<file path="config.mk">
export PLATFORM = sky130hd
export DESIGN_NAME = fconv_sched_flat
export DESIGN_NICKNAME = d
export VERILOG_FILES = /design/src/rtl/fconv_sched_pkg.sv /design/src/rtl/fconv_sched_if.sv /design/src/rtl/fconv_rsp_fifo.sv /design/src/rtl/fconv_sched.sv /design/src/flat_wrapper.sv
export SDC_FILE = /design/constraint.sdc
export NUM_CORES = 1
export LEC_CHECK = 0
export CAP_MARGIN = 20
export CORE_ASPECT_RATIO = 1.2
export CORE_UTILIZATION = 30
export CTS_CLUSTER_SIZE = 16
export DETAILED_ROUTE_END_ITERATION = 10
export PLACE_DENSITY_LB_ADDON = 0.08
export REMOVE_ABC_BUFFERS = 1
export SYNTH_ARGS = -nofsm -noshare
export SYNTH_HDL_FRONTEND = slang
export SYNTH_SLANG_ARGS = --single-unit
export TNS_END_PERCENT = 30
</file>
<file path="constraint.sdc">
create_clock -name clk -period 4.67 [get_ports clk]
set_clock_uncertainty 0.05 [all_clocks]
set_input_delay 0.7005 -clock clk [delete_from_list [all_inputs] [get_ports clk]]
set_output_delay 0.7005 -clock clk [all_outputs]
set_load 0.02 [all_outputs]
</file>
<file path="src/rtl/fconv_sched_pkg.sv">
// Shared FPU definitions for the int-to-float conversion scheduler.
package fconv_sched_pkg;

    localparam logic FCONV_SRC_INT = 1'b0;
    localparam logic FCONV_SRC_FP  = 1'b1;
    localparam int   FCONV_TAG_W   = 4;

    typedef struct packed {
        logic [31:0]            y;
        logic [FCONV_TAG_W-1:0] tag;
        logic                   src;
    } fconv_entry_t;

endpackage

</file>
<file path="src/rtl/fconv_sched_if.sv">
// Request, converter and response signals of the conversion scheduler.
interface fconv_sched_if
    import fconv_sched_pkg::*;
#(
    parameter int TAG_W = FCONV_TAG_W
);
    logic             req0_valid;
    logic             req0_ready;
    logic [31:0]      req0_x;
    logic [TAG_W-1:0] req0_tag;
    logic             req1_valid;
    logic             req1_ready;
    logic [31:0]      req1_x;
    logic [TAG_W-1:0] req1_tag;
    logic [31:0]      cv_x;
    logic [31:0]      cv_y;
    logic             rsp_valid;
    logic             rsp_ready;
    logic [31:0]      rsp_y;
    logic [TAG_W-1:0] rsp_tag;
    logic             rsp_src;

    modport slave (
        input  req0_valid, req0_x, req0_tag,
        input  req1_valid, req1_x, req1_tag,
        input  cv_y, rsp_ready,
        output req0_ready, req1_ready, cv_x,
        output rsp_valid, rsp_y, rsp_tag, rsp_src
    );

    modport master (
        output req0_valid, req0_x, req0_tag,
        output req1_valid, req1_x, req1_tag,
        output cv_y, rsp_ready,
        input  req0_ready, req1_ready, cv_x,
        input  rsp_valid, rsp_y, rsp_tag, rsp_src
    );

endinterface

</file>
<file path="src/rtl/fconv_rsp_fifo.sv">
// Result FIFO for the conversion scheduler; overflow is prevented upstream.
module fconv_rsp_fifo
    import fconv_sched_pkg::*;
#(
    parameter int DEPTH = 3,
    parameter int W     = $bits(fconv_entry_t),
    localparam int CW   = $clog2(DEPTH + 1),
    localparam int PW   = $clog2(DEPTH)
) (
    input  logic          clk,
    input  logic          rst,
    input  logic          push_i,
    input  logic [W-1:0]  din_i,
    input  logic          pop_i,
    output logic [W-1:0]  dout_o,
    output logic [CW-1:0] count_o
);

    logic [W-1:0]  mem_q [DEPTH];
    logic [PW-1:0] wptr_q, wptr_d;
    logic [PW-1:0] rptr_q, rptr_d;
    logic [CW-1:0] count_q, count_d;

    function automatic logic [PW-1:0] nxt(input logic [PW-1:0] p);
        return (p == PW'(DEPTH - 1)) ? '0 : p + 1'b1;
    endfunction

    always_comb begin
        wptr_d  = push_i ? nxt(wptr_q) : wptr_q;
        rptr_d  = pop_i ? nxt(rptr_q) : rptr_q;
        count_d = count_q;
        if (push_i && !pop_i) count_d = count_q + 1'b1;
        if (!push_i && pop_i) count_d = count_q - 1'b1;
    end

    always_ff @(posedge clk) begin
        if (rst) begin
            wptr_q  <= '0;
            rptr_q  <= '0;
            count_q <= '0;
        end else begin
            wptr_q  <= wptr_d;
            rptr_q  <= rptr_d;
            count_q <= count_d;
        end
    end

    always_ff @(posedge clk) begin
        if (push_i) mem_q[wptr_q] <= din_i;
    end

    assign dout_o  = mem_q[rptr_q];
    assign count_o = count_q;

    a_no_overflow: assert property (
        @(posedge clk) disable iff (rst)
        !(push_i && count_q == CW'(DEPTH))
    );

endmodule

</file>
<file path="src/rtl/fconv_sched.sv">
// Issue scheduler for the shared int-to-float converter.
// Define FCONV_RR_EN for round-robin arbitration; fixed priority otherwise.
module fconv_sched
    import fconv_sched_pkg::*;
#(
    parameter int TAG_W = FCONV_TAG_W,
    parameter int LAT   = 1
) (
    input logic          clk,
    input logic          rst,
    fconv_sched_if.slave bus
);

    localparam int DEPTH = LAT + 2;
    localparam int CW    = $clog2(DEPTH + 1);
    localparam int EW    = 32 + TAG_W + 1;

    logic [LAT-1:0]            v_q, v_d;
    logic [LAT-1:0]            src_q, src_d;
    logic [LAT-1:0][TAG_W-1:0] tag_q, tag_d;

    logic [CW-1:0] cnt;
    logic [CW:0]   inflight;
    logic          credit;
    logic          sel1;
    logic          gnt0, gnt1;
    logic          rsp_vld;
    logic          push, pop;
    logic [EW-1:0] din, dout;

    always_comb begin
        inflight = '0;
        for (int i = 0; i < LAT; i++)
            inflight = inflight + (CW+1)'(v_q[i]);
    end

    // Registered state only: rsp_ready never reaches the request readies.
    assign credit = !rst &&
        ((inflight + {1'b0, cnt}) < (CW+1)'(DEPTH));

`ifdef FCONV_RR_EN
    logic rr_q, rr_d;

    assign sel1 = bus.req1_valid &
        (!bus.req0_valid | rr_q);
    assign rr_d = (gnt0 | gnt1) ? gnt0 : rr_q;

    always_ff @(posedge clk) begin
        if (rst) rr_q <= 1'b0;
        else     rr_q <= rr_d;
    end
`else
    assign sel1 = bus.req1_valid & !bus.req0_valid;
`endif

    assign gnt1 = credit & sel1;
    assign gnt0 = credit & bus.req0_valid & !sel1;

    assign bus.req0_ready = gnt0;
    assign bus.req1_ready = gnt1;
    assign bus.cv_x = gnt0 ? bus.req0_x :
                      gnt1 ? bus.req1_x : 32'h0;

    always_comb begin
        v_d[0]   = gnt0 | gnt1;
        tag_d[0] = gnt1 ? bus.req1_tag : bus.req0_tag;
        src_d[0] = gnt1 ? FCONV_SRC_FP : FCONV_SRC_INT;
        for (int i = 1; i < LAT; i++) begin
            v_d[i]   = v_q[i-1];
            tag_d[i] = tag_q[i-1];
            src_d[i] = src_q[i-1];
        end
    end

    always_ff @(posedge clk) begin
        if (rst) begin
            v_q   <= '0;
            tag_q <= '0;
            src_q <= '0;
        end else begin
            v_q   <= v_d;
            tag_q <= tag_d;
            src_q <= src_d;
        end
    end

    assign push = v_q[LAT-1];
    assign din  = {bus.cv_y, tag_q[LAT-1], src_q[LAT-1]};

    assign rsp_vld = !rst && (cnt != '0);
    assign pop     = rsp_vld & bus.rsp_ready;

    fconv_rsp_fifo #(
        .DEPTH (DEPTH),
        .W     (EW)
    ) u_fifo (
        .clk     (clk),
        .rst     (rst),
        .push_i  (push),
        .din_i   (din),
        .pop_i   (pop),
        .dout_o  (dout),
        .count_o (cnt)
    );

    assign bus.rsp_valid = rsp_vld;
    assign bus.rsp_y     = dout[EW-1 -: 32];
    assign bus.rsp_tag   = dout[TAG_W:1];
    assign bus.rsp_src   = dout[0];

endmodule

</file>
<file path="src/flat_wrapper.sv">
// flat-port wrapper written by rule: the top's interface ports become plain ports
module fconv_sched_flat import fconv_sched_pkg::*;
#(
    parameter int TAG_W = FCONV_TAG_W,
    parameter int LAT   = 1
)
  (clk, rst, bus_req0_valid, bus_req0_x, bus_req0_tag, bus_req1_valid, bus_req1_x, bus_req1_tag, bus_cv_y, bus_rsp_ready, bus_req0_ready, bus_req1_ready, bus_cv_x, bus_rsp_valid, bus_rsp_y, bus_rsp_tag, bus_rsp_src);
  fconv_sched_if #(.TAG_W(TAG_W)) bus_i ();
  input logic clk;
  input logic rst;
  input wire logic [$bits(bus_i.req0_valid)-1:0] bus_req0_valid;
  input wire logic [$bits(bus_i.req0_x)-1:0] bus_req0_x;
  input wire logic [$bits(bus_i.req0_tag)-1:0] bus_req0_tag;
  input wire logic [$bits(bus_i.req1_valid)-1:0] bus_req1_valid;
  input wire logic [$bits(bus_i.req1_x)-1:0] bus_req1_x;
  input wire logic [$bits(bus_i.req1_tag)-1:0] bus_req1_tag;
  input wire logic [$bits(bus_i.cv_y)-1:0] bus_cv_y;
  input wire logic [$bits(bus_i.rsp_ready)-1:0] bus_rsp_ready;
  output wire logic [$bits(bus_i.req0_ready)-1:0] bus_req0_ready;
  output wire logic [$bits(bus_i.req1_ready)-1:0] bus_req1_ready;
  output wire logic [$bits(bus_i.cv_x)-1:0] bus_cv_x;
  output wire logic [$bits(bus_i.rsp_valid)-1:0] bus_rsp_valid;
  output wire logic [$bits(bus_i.rsp_y)-1:0] bus_rsp_y;
  output wire logic [$bits(bus_i.rsp_tag)-1:0] bus_rsp_tag;
  output wire logic [$bits(bus_i.rsp_src)-1:0] bus_rsp_src;
  assign bus_i.req0_valid = bus_req0_valid;
  assign bus_i.req0_x = bus_req0_x;
  assign bus_i.req0_tag = bus_req0_tag;
  assign bus_i.req1_valid = bus_req1_valid;
  assign bus_i.req1_x = bus_req1_x;
  assign bus_i.req1_tag = bus_req1_tag;
  assign bus_i.cv_y = bus_cv_y;
  assign bus_i.rsp_ready = bus_rsp_ready;
  assign bus_req0_ready = bus_i.req0_ready;
  assign bus_req1_ready = bus_i.req1_ready;
  assign bus_cv_x = bus_i.cv_x;
  assign bus_rsp_valid = bus_i.rsp_valid;
  assign bus_rsp_y = bus_i.rsp_y;
  assign bus_rsp_tag = bus_i.rsp_tag;
  assign bus_rsp_src = bus_i.rsp_src;
  fconv_sched #(.TAG_W(TAG_W), .LAT(LAT)) u_core (.clk(clk), .rst(rst), .bus(bus_i));
endmodule
</file>
==> reports/qor.yml, run 1 <==
area_delta_synth_final_pct: 54.4
post-route-period-util_pct: 80.6
crit_fanout: 38
cts_resized: 0
drive_gt1_share_pct: 8.88
worstMarginPinSlew_ns: 0.959
h-tree-depth: 4
die_h_um: 143
wl_per_cell_um: 15.9
ctsRootBufferMaster: "clkbuf_16"
num_rows: 51
cts.sinks: 125
min_to: "u_core.u_fifo.mem_q[1][1]$_DFFE_PP_"
finalNonFillerCells: 742
vias: 3365
cp-start-kind: "flop"
hold_class: "reg -> reg"
final_common_cell: "clkdlybuf4s50_1"
placed_cells: 709
io_buffers: 180
ys_ff_latch: 125
min_period_ns: 3.76
synth.top_cells.by_area: "edfxtp_1 67%, mux2i_1 7.4%, a22o_1 6.0%"
cts_tree: "done"
setup_viol: 0
end_kind: "primary output"
grt_antenna_before_repair: 1
synthCells: 328
syn_area_um2: 4980
drtAntennaViolNets: 0
yosys.area.top_type: "edfxtp_1"
route.detailed.drc: 0
ys_seq_area_share_pct: 72.5
dp_hpwl_um: 7970
grt_max_degree: 58
num-nets-final: 628
cp.required_ns: 3.92
drt_iter0_markers: 155
tns_ns: 0
numCtsBuffers: 17
drv_cap: 0
first_global_vias: 3512
dieArea_um2: 17100
finalWirelength_um: 11800
die_x_um: 120
finalMaxSlewViolations: 0
ys_types: 27
initial_utilization_pct: 30.7
avgViaCountPerCell: 4.54
regToRegEndpoint: "u_core.tag_q[1]$_SDFF_PP0_"
grt-ovfl-total: 0
grt_usage_pct: 14.1
vdd_ir_drop_max_v: 0.000241
max_freq_mhz: 266
startpoint: "u_core.push$_SDFF_PP0_"
whs_path_depth: 0
yosys_warnings: 0
cts_buffer_depth: 2
r2r_slack_ns: 2.36
hold_viol_final: 0
syn_avg_cell_area_um2: 15.2
min_from: "u_core.tag_q[0]$_SDFF_PP0_"
powerDensity_nw_per_um2: 438
postCtsSetupBuffers: 0
cp_data_arrival_time_ns: 3.01
rsz0062_at_grt: "false"
gp_congestion: 0.679
pin_count: 181
yosysTopAreaCellShare_pct: 66.9
max-slew-margin-rel_pct: 36.0
mostFrequentLayoutCells: "180 x clkdlybuf4s50_1, 111 x edfxtp_1, 39 x nand2_1"
clk_pin_slew_ns: 0.05
rr_worst_depth: 6
r2r-start: "u_core.push$_SDFF_PP0_"
status: "finished clean"
core_um2: 16200
worstSkewPairLatency_ns: 0.40
grt_pass1_wl_um: 17700
cellLeakagePower_nw: 2.59
postCtsHoldBufs: 0
path_class: "reg -> out"
drt-pass1-iter-count: 4
[area by class of cell]
| type | count | area (um2) |
|---|---|---|
| diodes | 1 | 2.50 |
| clock buffers | 18 | 429 |
| well taps | 212 | 265 |
| inverters | 2 | 7.51 |
| fillers | 1469 | 8520 |
| multi-input cells | 181 | 1290 |
| clock inverters | 14 | 199 |
| flip-flops and latches | 125 | 3620 |
| repair buffers | 189 | 1890 |
[power by group]
group          switching, mW  internal (mW)
sequential            0.0519           1.30
clock                  0.433          0.936
combinational          0.306          0.344
[critical path, stage by stage, from the launching register on]
cell,delay [ns]
dfxtp_1,0.37
ha_1,0.23
ha_1,0.27
a211o_1,0.32
nor3b_4,0.20
buf_4,0.38
a22o_1,0.22
clkdlybuf4s50_1,0.61
[state kept, by name (all words and copies together), names as in the netlist, named ones only]
signal                 count
u_core.u_fifo.rptr_q       2
u_core.tag_q               4
u_core.u_fifo.mem_q      111
u_core.u_fifo.wptr_q       2
u_core.u_fifo.count_o      2
u_core.src_q               1
u_core.push                1
[Yosys cell counts]
| library cell | count |
|---|---|
| xnor2_1 | 1 |
| buf_2 | 8 |
| o21ba_2 | 2 |
| dfxtp_1 | 14 |
| nand2_1 | 39 |
| xor2_1 | 1 |
| nor2_1 | 6 |
| nor3b_2 | 1 |
| ha_1 | 3 |
| or2_2 | 1 |
| buf_4 | 1 |
| or3_1 | 1 |
| mux2_2 | 1 |
| and2_1 | 1 |
| nor3_1 | 1 |
| inv_1 | 2 |
| a21oi_1 | 2 |
| a22o_1 | 34 |
| mux2i_1 | 37 |
| mux2_1 | 4 |
| o21ai_0 | 38 |
| a211o_1 | 1 |
| nor2b_1 | 6 |
| buf_6 | 2 |
| nor3b_1 | 1 |
| clkbuf_1 | 9 |
| edfxtp_1 | 111 |
[stage by stage]
stage	cell area [um2]	total power [mW]	hold WS, ns	utilization, %	setup WS [ns]
final	7690	3.37	0.399	47.5	0.907
after global routing	7690	3.50	0.428	47.4	0.766
after CTS	7690	3.42	0.401	47.4	0.872
after detailed placement	7060	2.03	0.389	43.6	1.05
after global placement	7050	2.03	0.381	43.5	1.03
after floorplan	4880	1.67	0.371	-	0.988
[how the worst max path moves through the flow]
stage                     slack, ns           end
after global routing           0.77  bus_cv_x[31]
after global placement         1.03   bus_cv_x[9]
after detailed placement       1.05   bus_cv_x[9]
final                          0.91   bus_cv_x[9]
after CTS                      0.87   bus_cv_x[9]
after floorplan                0.99   bus_cv_x[0]
[metal layers]
layer | vias to the layer above | global-route usage [%] | wire length (um)
met3 | 10 | 5.99 | 948
met4 | 0 | 5.00 | 170
met1 | 1559 | 14.1 | 4300
met5 | - | 0 | 0
met2 | 162 | 26.0 | 6350
li1 | 1634 | - | -
[cells by family after synthesis]
family          after synthesis  share of synthesized area, %
buf+inv                      22                          2.23
fa+ha+maj                     3                         0.753
mux                          42                          8.56
simple gates                 57                          5.02
flops                       125                          72.5
xor+xnor                      2                         0.352
compound gates               77                          10.6
Power figures use the tool's default switching activity.
==> run 2: changes to the inputs <==
- clock period: 4.67 -> 3.25 ns (I/O delays scaled with it)
==> run 2 against run 1 <==
  * Global-route usage hardly changed
  * Sequential power is 42% higher
  * Register-to-register slack worse by 1.3 ns
  * Cell count increased by 0.67%
  * Count of clock-buffer cells in the layout rose by 4
  * Hold slack got worse by 0.00091 ns
  * Critical path depth did not move
  * Combinational power grew 44%
  * Critical path type unchanged
  * Largest cell class unchanged
==> reports/qor.yml, run 2 (synthesis gave the netlist of run 1 again) <==
grt-ovfl-total: 0  # unchanged
cellLeakagePower_nw: 2.67  # was 2.59 nW
drtAntennaViolNets: 0  # unchanged
grt_usage_pct: 14.2  # was 14.1%
final_common_cell: "clkdlybuf4s50_1"  # unchanged
cpMaxStageDelayCell: "dfxtp_1"  # was clkdlybuf4s50_1
nFillCells: 1501  # was 1469
rsz0062_at_grt: "false"  # unchanged
regToRegEndpoint: "u_core.tag_q[1]$_SDFF_PP0_"  # unchanged
cts_buffer_depth: 2  # unchanged
grt_max_degree: 38  # was 58
die_h_um: 143  # unchanged
cts_tree: "done"  # unchanged
top_register: "u_core.u_fifo.mem_q"  # unchanged
grt_pass1_wl_um: 17800  # was 17700 um
finalNonFillerCells: 747  # was 742
hold_class: "reg -> reg"  # unchanged
min_from: "u_core.tag_q[3]$_SDFF_PP0_"  # was u_core.tag_q[0]$_SDFF_PP0_
core_um2: 16200  # unchanged
max_freq_mhz: 323
hold_viol_final: 0  # unchanged
worstMarginPinSlew_ns: 0.763  # was 0.959 ns
area_delta_synth_final_pct: 53.9  # was 54.4%
postCtsSetupBuffers: 0  # unchanged
initial_utilization_pct: 30.7  # unchanged
critPathBufInv: 2  # unchanged
clk_pin_slew_ns: 0.05  # about the same
rr_worst_depth: 6  # unchanged
wl_per_cell_um: 16.1  # was 15.9 um
placed_cells: 713  # was 709
stdcell_area_um2: 7670  # was 7690 um2
path_class: "reg -> out"  # unchanged
seqCellArea_um2: 3620  # unchanged
tns_ns: 0  # unchanged
pin_count: 181  # unchanged
setup_viol: 0  # unchanged
cts.sinks: 125  # unchanged
numCtsBuffers: 17  # unchanged
path_cells: "ha_1 -> ha_1 -> a211o_1 -> nor3b_4 -> buf_12 -> a22o_1 -> dlygate4sd2_1"  # was ha_1 -> ha_1 -> a211o_1 -> nor3b_4 -> buf_4 -> a22o_1 -> clkdlybuf4s50_1
cp-start-kind: "flop"  # unchanged
vdd_ir_drop_max_v: 0.000391  # was 0.000241 V
drv_cap: 0  # unchanged
end_kind: "primary output"  # unchanged
route.detailed.drc: 0  # unchanged
place_area_um2: 7100  # was 7060 um2
status: "finished clean"  # unchanged
power_mw: 4.68  # was 3.37 mW
largest_reg_flops: 111  # unchanged
r2r-start: "u_core.push$_SDFF_PP0_"  # unchanged
num_rows: 51  # unchanged
reg_top3: "u_core.u_fifo.mem_q: 111 flops, u_core.tag_q: 4 flops"  # unchanged
num-nets-final: 632  # was 628
dieArea_um2: 17100  # unchanged
worst_path_most_repeated_cell: "ha_1"  # unchanged
powerDensity_nw_per_um2: 610  # was 438 nW/um2
max-slew-margin-rel_pct: 49.0  # was 36.0%
grt_antenna_before_repair: 2  # was 1
cp_top_family: "buffers and inverters"  # unchanged
r2r_slack_ns: 1.08  # was 2.36 ns
die_x_um: 120  # unchanged
cp.required_ns: 2.71  # was 3.92 ns
gp_congestion: 0.775  # was 0.679
io_buffers: 180  # unchanged
drt-pass1-iter-count: 4  # unchanged
mostFrequentLayoutCells: "147 x clkdlybuf4s50_1, 111 x edfxtp_1, 39 x nand2_1"  # was 180 x clkdlybuf4s50_1, 111 x edfxtp_1, 39 x nand2_1
min_to: "u_core.u_fifo.mem_q[0][4]$_DFFE_PP_"  # was u_core.u_fifo.mem_q[1][1]$_DFFE_PP_
avgViaCountPerCell: 4.59  # was 4.54
hold_slack_ns: 0.398  # was 0.399 ns
drt_iter0_markers: 87  # was 155
min_period_ns: 3.10
crit_fanout: 36  # was 38
drive_gt1_share_pct: 10.3  # was 8.88%
multi_input_area_um2: 1290  # unchanged
dp_hpwl_um: 8220  # was 7970 um
whs_path_depth: 0  # unchanged
worstSkewPairLatency_ns: 0.41  # was 0.40 ns
finalMaxSlewViolations: 0  # unchanged
ctsRootBufferMaster: "clkbuf_16"  # unchanged
finalWirelength_um: 12000  # was 11800 um
first_global_vias: 3565  # was 3512
cp_data_arrival_time_ns: 2.56  # was 3.01 ns
vias: 3426  # was 3365
post-route-period-util_pct: 95.3
slowest_delay_ns: 0.35  # was 0.61 ns
h-tree-depth: 4  # unchanged
==> run 2: changes by cell type in the layout (fill, tap and decap cells not counted), moves of 2 or more <==
cell,before,now
clkbuf_8,0,3
dlygate4sd2_1,0,15
clkdlybuf4s50_1,180,147
clkinvlp_4,2,4
clkdlybuf4s15_1,0,17
bufinv_16,5,2
buf_4,7,11
clkinv_1,4,0
==> run 2: power breakdown <==
group	internal (mW)	switching [mW]
sequential	1.86	0.0558
clock	1.18	0.643
combinational	0.476	0.460
==> run 2: what timing repair did <==
action | in CTS | in global routing
cloned | 0 | 0
setup endpoints to repair | 33 | 18
resized for setup | 33 | 19
hold buffers | 0 | 0
==> run 2: how the worst max path moves through the flow <==
stage | startpoint | to | cells after the start
2_1_floorplan | u_core.push$_SDFF_PP0_ | u_core.u_fifo.mem_q[0][0]$_DFFE_PP_ | 2
3_3_place_gp | rst | bus_cv_x[17] | 6
3_5_place_dp | rst | bus_cv_x[11] | 6
4_1_cts | u_core.push$_SDFF_PP0_ | bus_cv_x[11] | 7
5_1_grt | u_core.push$_SDFF_PP0_ | bus_cv_x[16] | 7
6_report | u_core.push$_SDFF_PP0_ | bus_cv_x[13] | 7
==> run 2: worst register-to-register path, cell delays in order, from the launching register on <==
cell,delay (ns)
dfxtp_1,0.35
ha_1,0.21
ha_1,0.27
a211o_1,0.32
nor3b_4,0.26
buf_12,0.22
mux2_1,0.35
==> run 2: final cells by class <==
class / count / share of cell area (%)
sequential: 125 / 47.1
tap: 212 / 3.46
inverter: 2 / 0.0979
multi-input combinational: 181 / 16.8
clock buffer: 22 / 6.18
antenna: 2 / 0.0653
timing repair buffer: 193 / 24.8
clock inverter: 10 / 1.48
==> run 2: metal layers <==
layer / wire length [um] / part of all wire [%] / vias up / track usage (%)
met3: 961 / 8.0 / 8 / 6.07
met2: 6410 / 53 / 164 / 26.2
met5: 0 / 0 / - / 0
met4: 240 / 2.0 / 0 / 6.05
met1: 4390 / 37 / 1613 / 13.6
li1: - / - / 1641 / -
==> run 2: per-stage QoR <==
stage / worst slack (ns) / utilization, %
3_5_place_dp: 0.186 / 43.8
3_3_place_gp: 0.186 / 43.8
6_report: 0.152 / 47.3
2_1_floorplan: -0.352 / -
4_1_cts: 0.105 / 47.2
5_1_grt: 0.000412 / 47.3
